[src/rtl/shift_ctrl_pkg.sv]
// Shared types and constants for the display shift-register controller.
//   state_t  : controller FSM state (IDLE / AUTO / FLUSH)
//   bcd2_t   : two-digit BCD shift count
//   bcd2_inc : modulo-100 BCD increment
package shift_ctrl_pkg;

  localparam int unsigned WIDTH_DEF = 10;
  localparam int unsigned BCD_W     = 4;

  typedef enum logic [1:0] {
    ST_IDLE  = 2'd0,
    ST_AUTO  = 2'd1,
    ST_FLUSH = 2'd2
  } state_t;

  typedef logic [BCD_W-1:0] bcd_t;

  typedef struct packed {
    bcd_t tens;
    bcd_t ones;
  } bcd2_t;

  // 99 + 1 wraps to 00; a ones digit of 9 carries into tens.
  function automatic bcd2_t bcd2_inc(input bcd2_t v);
    bcd2_t r;
    r = v;
    if (v.ones == 4'd9) begin
      r.ones = '0;
      r.tens = (v.tens == 4'd9) ? '0 : v.tens + 4'd1;
    end else begin
      r.ones = v.ones + 4'd1;
    end
    return r;
  endfunction

endpackage

[src/rtl/shift_reg_ctrl_if.sv]
// Board-side signal bundle of the shift-register controller.
//   step_n, run, din, flush          : raw KEY/SW levels into the controller
//   shift_en, shift_din              : shift strobe and serial bit to the datapath
//   cnt_tens, cnt_ones               : BCD shift count for HEX1/HEX0
//   state, busy                      : FSM state and flush-in-progress flag
// master = board / stimulus side, slave = controller.
interface shift_reg_ctrl_if;
  import shift_ctrl_pkg::*;

  logic       step_n;
  logic       run;
  logic       din;
  logic       flush;
  logic       shift_en;
  logic       shift_din;
  bcd_t       cnt_tens;
  bcd_t       cnt_ones;
  logic [1:0] state;
  logic       busy;

  modport master (
    output step_n, run, din, flush,
    input  shift_en, shift_din, cnt_tens, cnt_ones, state, busy
  );

  modport slave (
    input  step_n, run, din, flush,
    output shift_en, shift_din, cnt_tens, cnt_ones, state, busy
  );

endinterface

[src/rtl/key_debounce.sv]
// Push-button conditioner: 2-FF synchronizer, stability filter and
// falling-edge pulse of the accepted level.
//   clk, rst  : clock, asynchronous active-high reset
//   key_n_i   : raw active-low key, asynchronous to clk
//   level_o   : accepted (debounced) level
//   fall_o    : one-cycle pulse when the accepted level goes 1 -> 0
module key_debounce #(
  parameter int unsigned STABLE_CYCLES = 500000,
  parameter bit          RESET_LEVEL   = 1'b1
) (
  input  logic clk,
  input  logic rst,
  input  logic key_n_i,
  output logic level_o,
  output logic fall_o
);

  localparam int unsigned CW = (STABLE_CYCLES > 1) ? $clog2(STABLE_CYCLES) : 1;

  logic [1:0]    sync_q;
  logic [CW-1:0] cnt_q, cnt_d;
  logic          level_q, level_d;
  logic          fall_q;

  // Counts consecutive synchronized samples that disagree with the accepted
  // level; since the input is binary this equals "identical samples".
  always_comb begin
    cnt_d   = '0;
    level_d = level_q;
    if (sync_q[1] != level_q) begin
      if (cnt_q == CW'(STABLE_CYCLES - 1)) begin
        level_d = sync_q[1];
      end else begin
        cnt_d = cnt_q + CW'(1);
      end
    end
  end

  always_ff @(posedge clk or posedge rst) begin
    if (rst) begin
      sync_q  <= {2{RESET_LEVEL}};
      cnt_q   <= '0;
      level_q <= RESET_LEVEL;
      fall_q  <= 1'b0;
    end else begin
      sync_q  <= {sync_q[0], key_n_i};
      cnt_q   <= cnt_d;
      level_q <= level_d;
      fall_q  <= level_q & ~level_d;
    end
  end

  assign level_o = level_q;
  assign fall_o  = fall_q;

endmodule

[src/rtl/shift_reg_ctrl.sv]
// Sequencing controller for the 10-bit display shift register.
//   CLOCK_50 : system clock
//   RESET    : asynchronous active-high reset
//   bus      : board-side bundle (raw step/run/din/flush in; shift strobe,
//              serial bit, BCD count, state and busy out)
// Manual steps come from the debounced step key, auto mode shifts every
// AUTO_DIV cycles, and a flush shifts WIDTH zeros while clearing the count.
module shift_reg_ctrl
  import shift_ctrl_pkg::*;
#(
  parameter int unsigned WIDTH           = WIDTH_DEF,
  parameter int unsigned DEBOUNCE_CYCLES = 500000,
  parameter int unsigned AUTO_DIV        = 25000000
) (
  input  logic             CLOCK_50,
  input  logic             RESET,
  shift_reg_ctrl_if.slave  bus
);

  localparam int unsigned PW = (AUTO_DIV > 1) ? $clog2(AUTO_DIV) : 1;
  localparam int unsigned FW = $clog2(WIDTH + 1);

  state_t        state_q, state_d;
  logic [1:0]    run_sync_q, din_sync_q, flush_sync_q;
  logic          flush_prev_q;
  logic [PW-1:0] presc_q, presc_d;
  logic [FW-1:0] fcnt_q, fcnt_d;
  logic          shift_en_q, shift_en_d;
  logic          shift_din_q, shift_din_d;
  logic          busy_q, busy_d;
  bcd2_t         cnt_q, cnt_d;

  logic run_s, din_s, flush_s, flush_evt, step_evt, step_level;

  key_debounce #(
    .STABLE_CYCLES (DEBOUNCE_CYCLES),
    .RESET_LEVEL   (1'b1)
  ) u_step_db (
    .clk     (CLOCK_50),
    .rst     (RESET),
    .key_n_i (bus.step_n),
    .level_o (step_level),
    .fall_o  (step_evt)
  );

  assign run_s     = run_sync_q[1];
  assign din_s     = din_sync_q[1];
  assign flush_s   = flush_sync_q[1];
  assign flush_evt = flush_s & ~flush_prev_q;

  // FSM state register
  always_ff @(posedge CLOCK_50 or posedge RESET) begin
    if (RESET) state_q <= ST_IDLE;
    else       state_q <= state_d;
  end

  // Next-state logic
  always_comb begin
    state_d = state_q;
    unique case (state_q)
      ST_IDLE:  if (flush_evt) state_d = ST_FLUSH;
                else if (run_s) state_d = ST_AUTO;
      ST_AUTO:  if (flush_evt) state_d = ST_FLUSH;
                else if (!run_s) state_d = ST_IDLE;
      ST_FLUSH: if (fcnt_q == FW'(WIDTH)) state_d = ST_IDLE;
      default:  state_d = ST_IDLE;
    endcase
  end

  // Output / datapath next values. The first flush strobe is issued on the
  // entry edge, so fcnt_q counts strobes already sent and FLUSH lasts exactly
  // WIDTH cycles with shift_en high in every one of them.
  always_comb begin
    presc_d     = '0;
    fcnt_d      = '0;
    shift_en_d  = 1'b0;
    shift_din_d = 1'b0;
    cnt_d       = cnt_q;
    unique case (state_q)
      ST_IDLE: begin
        if (flush_evt) begin
          shift_en_d = 1'b1;
          fcnt_d     = FW'(1);
          cnt_d      = '0;
        end else if (!run_s && step_evt) begin
          shift_en_d  = 1'b1;
          shift_din_d = din_s;
          cnt_d       = bcd2_inc(cnt_q);
        end
      end
      ST_AUTO: begin
        if (flush_evt) begin
          shift_en_d = 1'b1;
          fcnt_d     = FW'(1);
          cnt_d      = '0;
        end else if (run_s) begin
          if (presc_q == PW'(AUTO_DIV - 1)) begin
            shift_en_d  = 1'b1;
            shift_din_d = din_s;
            cnt_d       = bcd2_inc(cnt_q);
          end else begin
            presc_d = presc_q + PW'(1);
          end
        end
      end
      ST_FLUSH: begin
        if (fcnt_q != FW'(WIDTH)) begin
          shift_en_d = 1'b1;
          fcnt_d     = fcnt_q + FW'(1);
        end
      end
      default: ;
    endcase
    busy_d = (state_d == ST_FLUSH);
  end

  always_ff @(posedge CLOCK_50 or posedge RESET) begin
    if (RESET) begin
      run_sync_q   <= '0;
      din_sync_q   <= '0;
      flush_sync_q <= '0;
      flush_prev_q <= 1'b0;
      presc_q      <= '0;
      fcnt_q       <= '0;
      shift_en_q   <= 1'b0;
      shift_din_q  <= 1'b0;
      busy_q       <= 1'b0;
      cnt_q        <= '0;
    end else begin
      run_sync_q   <= {run_sync_q[0], bus.run};
      din_sync_q   <= {din_sync_q[0], bus.din};
      flush_sync_q <= {flush_sync_q[0], bus.flush};
      flush_prev_q <= flush_s;
      presc_q      <= presc_d;
      fcnt_q       <= fcnt_d;
      shift_en_q   <= shift_en_d;
      shift_din_q  <= shift_din_d;
      busy_q       <= busy_d;
      cnt_q        <= cnt_d;
    end
  end

  assign bus.shift_en  = shift_en_q;
  assign bus.shift_din = shift_din_q;
  assign bus.cnt_tens  = cnt_q.tens;
  assign bus.cnt_ones  = cnt_q.ones;
  assign bus.state     = state_q;
  assign bus.busy      = busy_q;

endmodule

[src/flat_wrapper.sv]
// flat-port wrapper written by rule: the top's interface ports become plain ports
module shift_reg_ctrl_flat import shift_ctrl_pkg::*;
#(
  parameter int unsigned WIDTH           = WIDTH_DEF,
  parameter int unsigned DEBOUNCE_CYCLES = 500000,
  parameter int unsigned AUTO_DIV        = 25000000
)
  (CLOCK_50, RESET, bus_step_n, bus_run, bus_din, bus_flush, bus_shift_en, bus_shift_din, bus_cnt_tens, bus_cnt_ones, bus_state, bus_busy);
  shift_reg_ctrl_if bus_i ();
  input  logic CLOCK_50;
  input  logic RESET;
  input wire logic [$bits(bus_i.step_n)-1:0] bus_step_n;
  input wire logic [$bits(bus_i.run)-1:0] bus_run;
  input wire logic [$bits(bus_i.din)-1:0] bus_din;
  input wire logic [$bits(bus_i.flush)-1:0] bus_flush;
  output wire logic [$bits(bus_i.shift_en)-1:0] bus_shift_en;
  output wire logic [$bits(bus_i.shift_din)-1:0] bus_shift_din;
  output wire logic [$bits(bus_i.cnt_tens)-1:0] bus_cnt_tens;
  output wire logic [$bits(bus_i.cnt_ones)-1:0] bus_cnt_ones;
  output wire logic [$bits(bus_i.state)-1:0] bus_state;
  output wire logic [$bits(bus_i.busy)-1:0] bus_busy;
  assign bus_i.step_n = bus_step_n;
  assign bus_i.run = bus_run;
  assign bus_i.din = bus_din;
  assign bus_i.flush = bus_flush;
  assign bus_shift_en = bus_i.shift_en;
  assign bus_shift_din = bus_i.shift_din;
  assign bus_cnt_tens = bus_i.cnt_tens;
  assign bus_cnt_ones = bus_i.cnt_ones;
  assign bus_state = bus_i.state;
  assign bus_busy = bus_i.busy;
  shift_reg_ctrl #(.WIDTH(WIDTH), .DEBOUNCE_CYCLES(DEBOUNCE_CYCLES), .AUTO_DIV(AUTO_DIV)) u_core (.CLOCK_50(CLOCK_50), .RESET(RESET), .bus(bus_i));
endmodule
[config.mk]
export PLATFORM = sky130hd
export DESIGN_NAME = shift_reg_ctrl_flat
export DESIGN_NICKNAME = d
export VERILOG_FILES = /design/src/rtl/shift_ctrl_pkg.sv /design/src/rtl/shift_reg_ctrl_if.sv /design/src/rtl/key_debounce.sv /design/src/rtl/shift_reg_ctrl.sv /design/src/flat_wrapper.sv
export SDC_FILE = /design/constraint.sdc
export NUM_CORES = 1
export LEC_CHECK = 0
export CAP_MARGIN = 10
export CORE_ASPECT_RATIO = 1.1
export CORE_MARGIN = 3
export CORE_UTILIZATION = 53
export DETAILED_ROUTE_END_ITERATION = 8
export PLACE_DENSITY = 0.86
export SYNTH_ARGS = -nofsm -noshare
export SYNTH_HDL_FRONTEND = slang
export SYNTH_SLANG_ARGS = --single-unit
[constraint.sdc]
create_clock -name CLOCK_50 -period 2.6 [get_ports CLOCK_50]
set_clock_uncertainty 0.2 [all_clocks]
set_input_delay 0.52 -clock CLOCK_50 [delete_from_list [all_inputs] [get_ports CLOCK_50]]
set_output_delay 0.52 -clock CLOCK_50 [all_outputs]
set_load 0.02 [all_outputs]
==> results.cfg, run 1 <==
[outcome]
status = finished, final reports clean

[clocking]
cts_tree = done
clkSlewWorstSetupHoldPaths_ns = 0.07
clk_latency_ns = 0.34
hold_buffers = 0
numCtsBuffers = 9
cts-resized-gates = 0
cts.sinks = 72
htree_levels = 3
root_buffer = clkbuf_8
cts.path.max_buffers = 2
postCtsSetupBuffers = 0

[place]
portBuffers = 18
placed_cells = 425
dpl.hpwl_um = 4234
dpl_cell_area_um2 = 3681
place.gp.congestion = 0.8594

[layout]
drive_gt1_share_pct = 11.54
diodes = 0
layout.cells.non_filler = 441
final_cell_mix = nor2_1, dfrtp_1, xnor2_1
final_nets = 373
multi_input_area_um2 = 1493
design_area_um2 = 3880
syn_to_final_growth_pct = 14.22
n_fill_cell = 442
mostFrequentLayoutCell = nor2_1
seqCellArea_um2 = 1805

[worst_setup_path]
rrSetupSlack_ns = 0.35
critical-path-top-delay-family = simple AND/OR/NAND/NOR gates
cpPeakStageDelay_ns = 0.42
worst_setup_path_start_kind = flip-flop
path_buf_inv = 0
critPathSlowestCell = dfrtp_1
critPathMaxFanout = 8
arrival_ns = 2.27
crit_chain = ha_1 > nand2_1 > nor4_4 > a21boi_2 > nor3_1 > mux2_2
crit_type = reg -> reg
worst_setup_path_end_kind = flip-flop
crit_required_ns = 2.63

[global_routing]
antenna_found_initial = 0
grt_pass1_vias = 2489
grt_pass1_wl_um = 10780
grt_usage_pct = 18.51
grt_max_degree = 42
overflow = 0

[power_and_ir_drop]
vdd_drop_max_mv = 0.5949
p_leak_nw = 1.576
power_density_nw_per_um2 = 699.7

[sta]
setup_viol = 0
drv_slew = 0
slew_headroom_pct = 66.46
rsz0062_at_grt = no
min_period_over_period_pct = 86.36
period_minus_slack_ns = 2.245
worst_slew_pin_slew_ns = 0.5023
tns_ns = 0
whs_ns = 0.1516
hold_viol_final = 0
timing.fmax_mhz = 445.4

[die]
die_width_um = 82.34
dieHeight_um = 89.97
boundaryPins = 19
dieArea_um2 = 7407
coreArea_um2 = 5987
start_util_pct = 56.74
fp-row-count = 29

[routing]
drcViolationCount = 0
drt_first_pass_iters = 4
wl_um = 6094
wire_per_inst_um = 13.82
vias_per_cell = 5.488
vias = 2420
dr.first_iter.drc_count = 149
ant_nets = 0

[synthesis]
synth.avg_cell_area_um2 = 10.20
synthesis.area_um2 = 3397
ys_types = 49
synth_async_sr_flop_share_pct = 100.0
syn_inst = 333
synth-seq-cells = 72
syn_nets = 347
yosysWarnings = 0
synth_flop_cell = dfrtp_1
ys_seq_area_share_pct = 53.15
synth_edf_count = 0

[run]
cap_violations = 0

[min_path]
hp-class = reg -> reg
-- worst reg2reg max path, cell delays in order (launching register included) --
cell and delay, ns:
dfrtp_1 0.42, ha_1 0.24, nand2_1 0.12, nor4_4 0.30, a21boi_2 0.16, nor3_1 0.32
mux2_2 0.38
-- final cells by class --
cell class	instances	area share, %
multi-input combinational	238	38.47
tap	77	2.483
timing repair buffer	23	5.934
clock inverter	3	1.032
clock buffer	13	4.095
inverter	15	1.451
sequential	72	46.53
-- cell families (layout without fill, tap and decap cells) --
family | count (synthesis) | count (layout) | share of synthesized area (%)
mux | 4 | 4 | 1.289
fa+ha+maj | 8 | 8 | 2.947
buf+inv | 23 | 54 | 2.910
compound gates | 20 | 20 | 3.941
xor+xnor | 43 | 43 | 11.09
flops | 72 | 72 | 53.15
simple gates | 163 | 163 | 24.68
-- power by group --
part           internal, W  switching, W
registers          0.00122     0.0000992
logic             0.000232      0.000283
clock network     0.000493      0.000391
total              0.00194      0.000773
-- per-layer routing --
metal / vias up / routed length [µm] / track usage, %
met5: - / 0 / 0
met4: 0 / 44 / 5.263
met3: 6 / 257 / 6.600
met2: 55 / 3203 / 31.08
met1: 1190 / 2588 / 21.88
li1: 1169 / - / -
-- state kept, by name (all words and copies together) (netlist names) --
signal	count
u_core.flush_prev_q	1
u_core.u_step_db.cnt_q	19
u_core.bus.shift_din	1
u_core.presc_q	25
u_core.run_sync_q	2
u_core.bus.shift_en	1
u_core.bus.busy	1
u_core.u_step_db.sync_q	2
u_core.u_step_db.fall_o	1
u_core.u_step_db.level_o	1
u_core.bus.state	2
u_core.fcnt_q	4
u_core.flush_sync_q	2
u_core.bus.cnt_ones	4
u_core.bus.cnt_tens	4
u_core.din_sync_q	2
-- final timing paths --
check,startpoint,end,depth (start not counted)
max,u_core.presc_q[0],u_core.bus.cnt_tens[0],6
min,u_core.din_sync_q[0],u_core.din_sync_q[1],0
max reg2reg,u_core.presc_q[0],u_core.bus.cnt_tens[0],6
min reg2reg,u_core.din_sync_q[0],u_core.din_sync_q[1],0
max in group asynchronous,RESET,u_core.u_step_db.level_o,3
min in group asynchronous,RESET,u_core.u_step_db.cnt_q[5],2
-- stage by stage --
step	total power (W)	utilization [%]	setup WS [ns]
final	0.002715	64.81	0.3546
after global routing	0.002859	64.81	0.1727
after CTS	0.002742	64.81	0.3624
after detailed placement	0.001849	61.48	0.3604
after global placement	0.001833	61.48	0.4469
after floorplan	0.001623	-	0.06005
-- synthesized netlist by cell type, types with 2 or more instances --
cell / count / area, µm²
nor2_1: 71 / 266.5
dfrtp_1: 69 / 1727
xnor2_1: 31 / 271.5
nand3_1: 20 / 100.1
nand2_1: 19 / 71.32
inv_1: 15 / 56.30
xor2_1: 12 / 105.1
nor3_1: 9 / 45.04
ha_1: 8 / 100.1
nand4_1: 7 / 43.79
o21ai_0: 6 / 30.03
nor4_1: 5 / 31.28
buf_2: 4 / 20.02
o41ai_1: 4 / 35.03
and3_1: 3 / 18.77
clkbuf_1: 3 / 11.26
dfstp_2: 3 / 78.83
mux2_2: 3 / 33.78
nor3_2: 3 / 30.03
a21oi_1: 2 / 10.01
nand2b_1: 2 / 12.51
nand3b_1: 2 / 15.01
nor2b_1: 2 / 12.51
nor3b_1: 2 / 15.01
o22ai_1: 2 / 12.51
o31ai_1: 2 / 15.01
or2_2: 2 / 12.51
(Power assumes the default switching activity.)
==> inputs of run 2 (changes only) <==
--- a/config.mk
+++ b/config.mk
@@ -8,9 +8,10 @@
 export CAP_MARGIN = 10
 export CORE_ASPECT_RATIO = 1.1
 export CORE_MARGIN = 3
-export CORE_UTILIZATION = 53
+export CORE_UTILIZATION = 35
 export DETAILED_ROUTE_END_ITERATION = 8
-export PLACE_DENSITY = 0.86
+export PLACE_DENSITY = 0.64
+export SLEW_MARGIN = 20
 export SYNTH_ARGS = -nofsm -noshare
 export SYNTH_HDL_FRONTEND = slang
 export SYNTH_SLANG_ARGS = --single-unit
==> run 2 against run 1 <==
Effect of this change:
- clock power increased by 0.5%
- count of clock-buffer cells in the layout shrank 1
- die area up 47%
- first-iteration DRC count decreased by 23%
- sequential share of layout area shrank 0.81 points
- non-clock buffer count is the same
- fmax up 1.7%
- sequential power hardly changed
- critical path type unchanged
- largest cell class unchanged
==> results.cfg, run 2 (synthesis gave the netlist of run 1 again) <==
[outcome]
status = finished, final reports clean

[worst_setup_path]
critical-path-top-delay-family = simple AND/OR/NAND/NOR gates
critPathSlowestCell = dfrtp_1
worst_setup_path_start_kind = flip-flop
critPathMaxFanout = 8
cpPeakStageDelay_ns = 0.41
crit_chain = ha_1 > nand2_1 > nor4_4 > a21boi_2 > nor3_1 > mux2_2
worst_setup_path_end_kind = flip-flop
crit_required_ns = 2.63
arrival_ns = 2.24
crit_type = reg -> reg
path_buf_inv = 0

[place]
dpl.hpwl_um = 4163
portBuffers = 18
pre_cts_ws_ns = 0.3712
dpl_cell_area_um2 = 3744
place.gp.congestion = 0.7737

[sta]
layout_setup_ws_ns = 0.3925
timing.fmax_mhz = 453.0
tns_ns = 0
setup_viol = 0
hold_viol_final = 0
min_period_over_period_pct = 84.90
period_minus_slack_ns = 2.207
drv_slew = 0
slew_headroom_pct = 65.19
rsz0062_at_grt = no
worst_slew_pin_slew_ns = 0.5187
whs_ns = 0.1481

[clocking]
clkSlewWorstSetupHoldPaths_ns = 0.07
htree_levels = 3
cts.path.max_buffers = 2
clk_latency_ns = 0.34
numCtsBuffers = 9
cts-resized-gates = 0
root_buffer = clkbuf_8
postCtsSetupBuffers = 0
cts_tree = done
hold_buffers = 0
cts.sinks = 72

[global_routing]
antenna_found_initial = 0
grt_pass1_wl_um = 10510
grt_usage_pct = 12.01
overflow = 0
grt_pass1_vias = 2320
grt_max_degree = 60

[power_and_ir_drop]
p_leak_nw = 1.587
vdd_drop_max_mv = 0.3252
power_density_nw_per_um2 = 689.5
power_w = 0.002723

[layout]
n_fill_cell = 905
final_nets = 373
drive_gt1_share_pct = 11.85
seqCellArea_um2 = 1805
final_cell_mix = nor2_1, dfrtp_1, xnor2_1
multi_input_area_um2 = 1493
top_regs = u_core.presc_q: 25 flops, u_core.u_step_db.cnt_q: 19 flops
mostFrequentLayoutCell = nor2_1
design_area_um2 = 3949
diodes = 0
syn_to_final_growth_pct = 16.24
largest_reg_flops = 25
regMostFlops = u_core.presc_q

[die]
start_util_pct = 36.15
boundaryPins = 19
fp-row-count = 37
coreArea_um2 = 9398
dieArea_um2 = 10920
dieHeight_um = 109.3
die_width_um = 99.93

[routing]
vias_per_cell = 4.902
drcViolationCount = 0
wl_um = 6003
dr.first_iter.drc_count = 115
drt_first_pass_iters = 4
wire_per_inst_um = 12.51
vias = 2353
ant_nets = 0

[min_path]
hp-class = reg -> reg

[run]
cap_violations = 0
-- run 2: final timing paths --
kind	from	to	slack (ns)	cells after the start
min in group asynchronous	RESET	u_core.u_step_db.cnt_q[16]	0.26	2
max	u_core.presc_q[0]	u_core.bus.cnt_tens[0]	0.39	6
max reg2reg	u_core.presc_q[0]	u_core.bus.cnt_tens[0]	0.39	6
min reg2reg	u_core.flush_sync_q[0]	u_core.flush_sync_q[1]	0.15	0
min	u_core.flush_sync_q[0]	u_core.flush_sync_q[1]	0.15	0
max in group asynchronous	RESET	u_core.u_step_db.level_o	1.32	3
-- run 2: layout make-up --
type,instances,share of cell area (%)
Tap cell,117,3.707
Sequential cell,72,45.72
Clock inverter,3,1.014
Inverter,15,1.426
Timing Repair Buffer,23,6.147
Clock buffer,12,4.182
Multi-Input combinational cell,238,37.80
-- run 2: stage by stage --
stage,instances,util [%]
floorplan,333,-
global placement,465,39.83
detailed placement,465,39.83
CTS,480,42.02
global route,480,42.02
finish,480,42.02
-- run 2: where the power goes --
group          leakage, nW  internal [W]  switching [W]
clock network        0.108      0.000513       0.000376
logic                0.518      0.000236       0.000280
registers            0.961       0.00122       0.000102
total                 1.59       0.00196       0.000758
-- run 2: metal layers --
metal	wire length, µm	global-route usage, %	vias to the layer above
li1	-	-	1173
met1	2832	15.01	1139
met2	2859	19.30	28
met3	205	3.934	13
met4	106	4.683	0
met5	0	0	-
==> inputs of run 3 (changes only) <==
--- a/config.mk
+++ b/config.mk
@@ -10,7 +10,7 @@
 export CORE_MARGIN = 3
 export CORE_UTILIZATION = 35
 export DETAILED_ROUTE_END_ITERATION = 8
-export PLACE_DENSITY = 0.64
+export PLACE_DENSITY = 0.62
 export SLEW_MARGIN = 20
 export SYNTH_ARGS = -nofsm -noshare
 export SYNTH_HDL_FRONTEND = slang
==> constraint.sdc (replaced) <==
create_clock -name CLOCK_50 -period 2.3 [get_ports CLOCK_50]
set_clock_uncertainty 0.2 [all_clocks]
set_input_delay 0.46 -clock CLOCK_50 [delete_from_list [all_inputs] [get_ports CLOCK_50]]
set_output_delay 0.46 -clock CLOCK_50 [all_outputs]
set_load 0.02 [all_outputs]
==> run 3 against run 2 <==
Effect of this change:
- hold slack about the same
- final cell count rose by 0.42%
- count of clock-buffer cells in the layout down 1
- worst setup slack got worse by 0.19 ns
- sequential share of layout area fell by 0.73 points
- clock power increased by 39%
- die area unchanged
- highest routed layer unchanged
==> results.cfg, run 3 (synthesis gave the netlist of run 1 again) <==
[min_path]
hp-class = reg -> reg
hold_path_startpoint = u_core.din_sync_q[0]

[routing]
drt_first_pass_iters = 4
ant_nets = 0
wire_per_inst_um = 12.57
wl_um = 6057
drcViolationCount = 0
dr.first_iter.drc_count = 99
vias = 2360
vias_per_cell = 4.896

[sta]
drv_slew = 0
hold_viol_final = 0
layout_setup_ws_ns = 0.1982
worst_slew_pin_slew_ns = 0.5180
tns_ns = 0
period_minus_slack_ns = 2.102
setup_viol = 0
timing.fmax_mhz = 475.8
rsz0062_at_grt = no
min_period_over_period_pct = 91.38
slew_headroom_pct = 65.23

[worst_setup_path]
worst_setup_path_end_kind = flip-flop
critical-path-top-delay-family = simple AND/OR/NAND/NOR gates
timing.rr.start = u_core.presc_q[0]
path_buf_inv = 0
worst_setup_path_start_kind = flip-flop
crit_chain = ha_1 > nand2_1 > nor4_4 > a21boi_4 > or2_4 > o41ai_1
cp.depth = 6
rrSetupSlack_ns = 0.20
crit_path_end = u_core.bus.cnt_tens[2]
crit_required_ns = 2.33
arrival_ns = 2.14
r2r_cells = 6
critPathSlowestCell = dfrtp_1
startpoint = u_core.presc_q[0]
cpPeakStageDelay_ns = 0.42
crit_type = reg -> reg
critPathMaxFanout = 8
timing.rr.end = u_core.bus.cnt_tens[2]

[global_routing]
grt_pass1_vias = 2462
grt_pass1_wl_um = 11080
overflow = 0
antenna_found_initial = 0
grt_usage_pct = 12.50
grt_max_degree = 73

[place]
dpl.hpwl_um = 4032
place.gp.congestion = 0.7441
portBuffers = 18
pre_cts_ws_ns = 0.04287

[layout]
regMostFlops = u_core.presc_q
largest_reg_flops = 25
multi_input_area_um2 = 1509
mostFrequentLayoutCell = nor2_1
n_fill_cell = 895
syn_to_final_growth_pct = 18.12
diodes = 0
drive_gt1_share_pct = 12.88
final_cell_mix = nor2_1, dfrtp_1, xnor2_1
final_nets = 374
seqCellArea_um2 = 1805
top_regs = u_core.presc_q: 25 flops, u_core.u_step_db.cnt_q: 19 flops
final_core_util_pct = 42.70

[die]
fp-row-count = 37
boundaryPins = 19
coreArea_um2 = 9398
start_util_pct = 36.15
die_width_um = 99.93
dieArea_um2 = 10920
dieHeight_um = 109.3

[clocking]
clkSlewWorstSetupHoldPaths_ns = 0.07
hold_buffers = 0
cts.path.max_buffers = 2
cts.sinks = 72
cts_tree = done
htree_levels = 3
postCtsSetupBuffers = 0
numCtsBuffers = 9
clk_latency_ns = 0.34
root_buffer = clkbuf_8

[outcome]
status = finished, final reports clean

[run]
cap_violations = 0

[power_and_ir_drop]
power_density_nw_per_um2 = 824.0
p_leak_nw = 1.608
vdd_drop_max_mv = 0.3840
-- run 3: cell count changes in the layout (fill, tap and decap cells not counted) --
cell | previous run | this run
clkinvlp_4 | 0 | 2
buf_12 | 2 | 1
or4_4 | 0 | 1
inv_2 | 1 | 0
clkinv_2 | 2 | 1
nor3_2 | 3 | 4
a21boi_2 | 1 | 0
nor3_1 | 9 | 8
bufinv_16 | 1 | 3
or4_1 | 1 | 0
a21boi_4 | 0 | 1
clkbuf_8 | 12 | 11
buf_4 | 3 | 5
-- run 3: layout make-up --
cell class	count	share of cell area, %
Tap cell	117	3.648
Sequential cell	72	45.00
Timing Repair Buffer	24	5.925
Clock buffer	11	3.773
Inverter	15	1.497
Clock inverter	5	2.557
Multi-Input combinational cell	238	37.61
-- run 3: per-layer routing --
metal | up-vias | GRT usage [%] | wire length [µm]
met1 | 1155 | 15.65 | 2795
li1 | 1169 | - | -
met3 | 7 | 4.378 | 212
met5 | - | 0 | 0
met4 | 0 | 2.927 | 58
met2 | 29 | 20.78 | 2990
-- run 3: how the worst min path moves through the flow --
stage | endpoint | slack [ns] | depth (start not counted)
global route | u_core.flush_sync_q[1] | 0.16 | 0
CTS | u_core.din_sync_q[1] | 0.15 | 0
global placement | u_core.din_sync_q[1] | 0.13 | 0
floorplan | u_core.din_sync_q[1] | 0.13 | 0
finish | u_core.din_sync_q[1] | 0.15 | 0
detailed placement | u_core.din_sync_q[1] | 0.14 | 0
-- run 3: where the power goes --
| part | switching (W) | internal [W] | leakage (nW) | total [W] |
|---|---|---|---|---|
| clock network | 0.000461 | 0.000778 | 0.126 | 0.00124 |
| registers | 0.000115 | 0.00137 | 0.961 | 0.00149 |
| logic | 0.000314 | 0.000264 | 0.521 | 0.000579 |
| total | 0.000890 | 0.00242 | 1.61 | 0.00331 |
-- run 3: what timing repair did --
item,CTS,global route
endpoints found under the hold margin,0,0
endpoints found under the setup margin,0,4
resized for setup,0,3
-- run 3: through the flow --
step	cells	total power (W)	hold slack, ns	instance area [µm²]
after CTS	482	0.003352	0.1534	3996
after floorplan	333	0.001835	0.1312	3401
final	482	0.003307	0.1485	4013
after global routing	482	0.003502	0.1607	4013
after detailed placement	466	0.002097	0.1356	3742
after global placement	466	0.002084	0.1317	3742
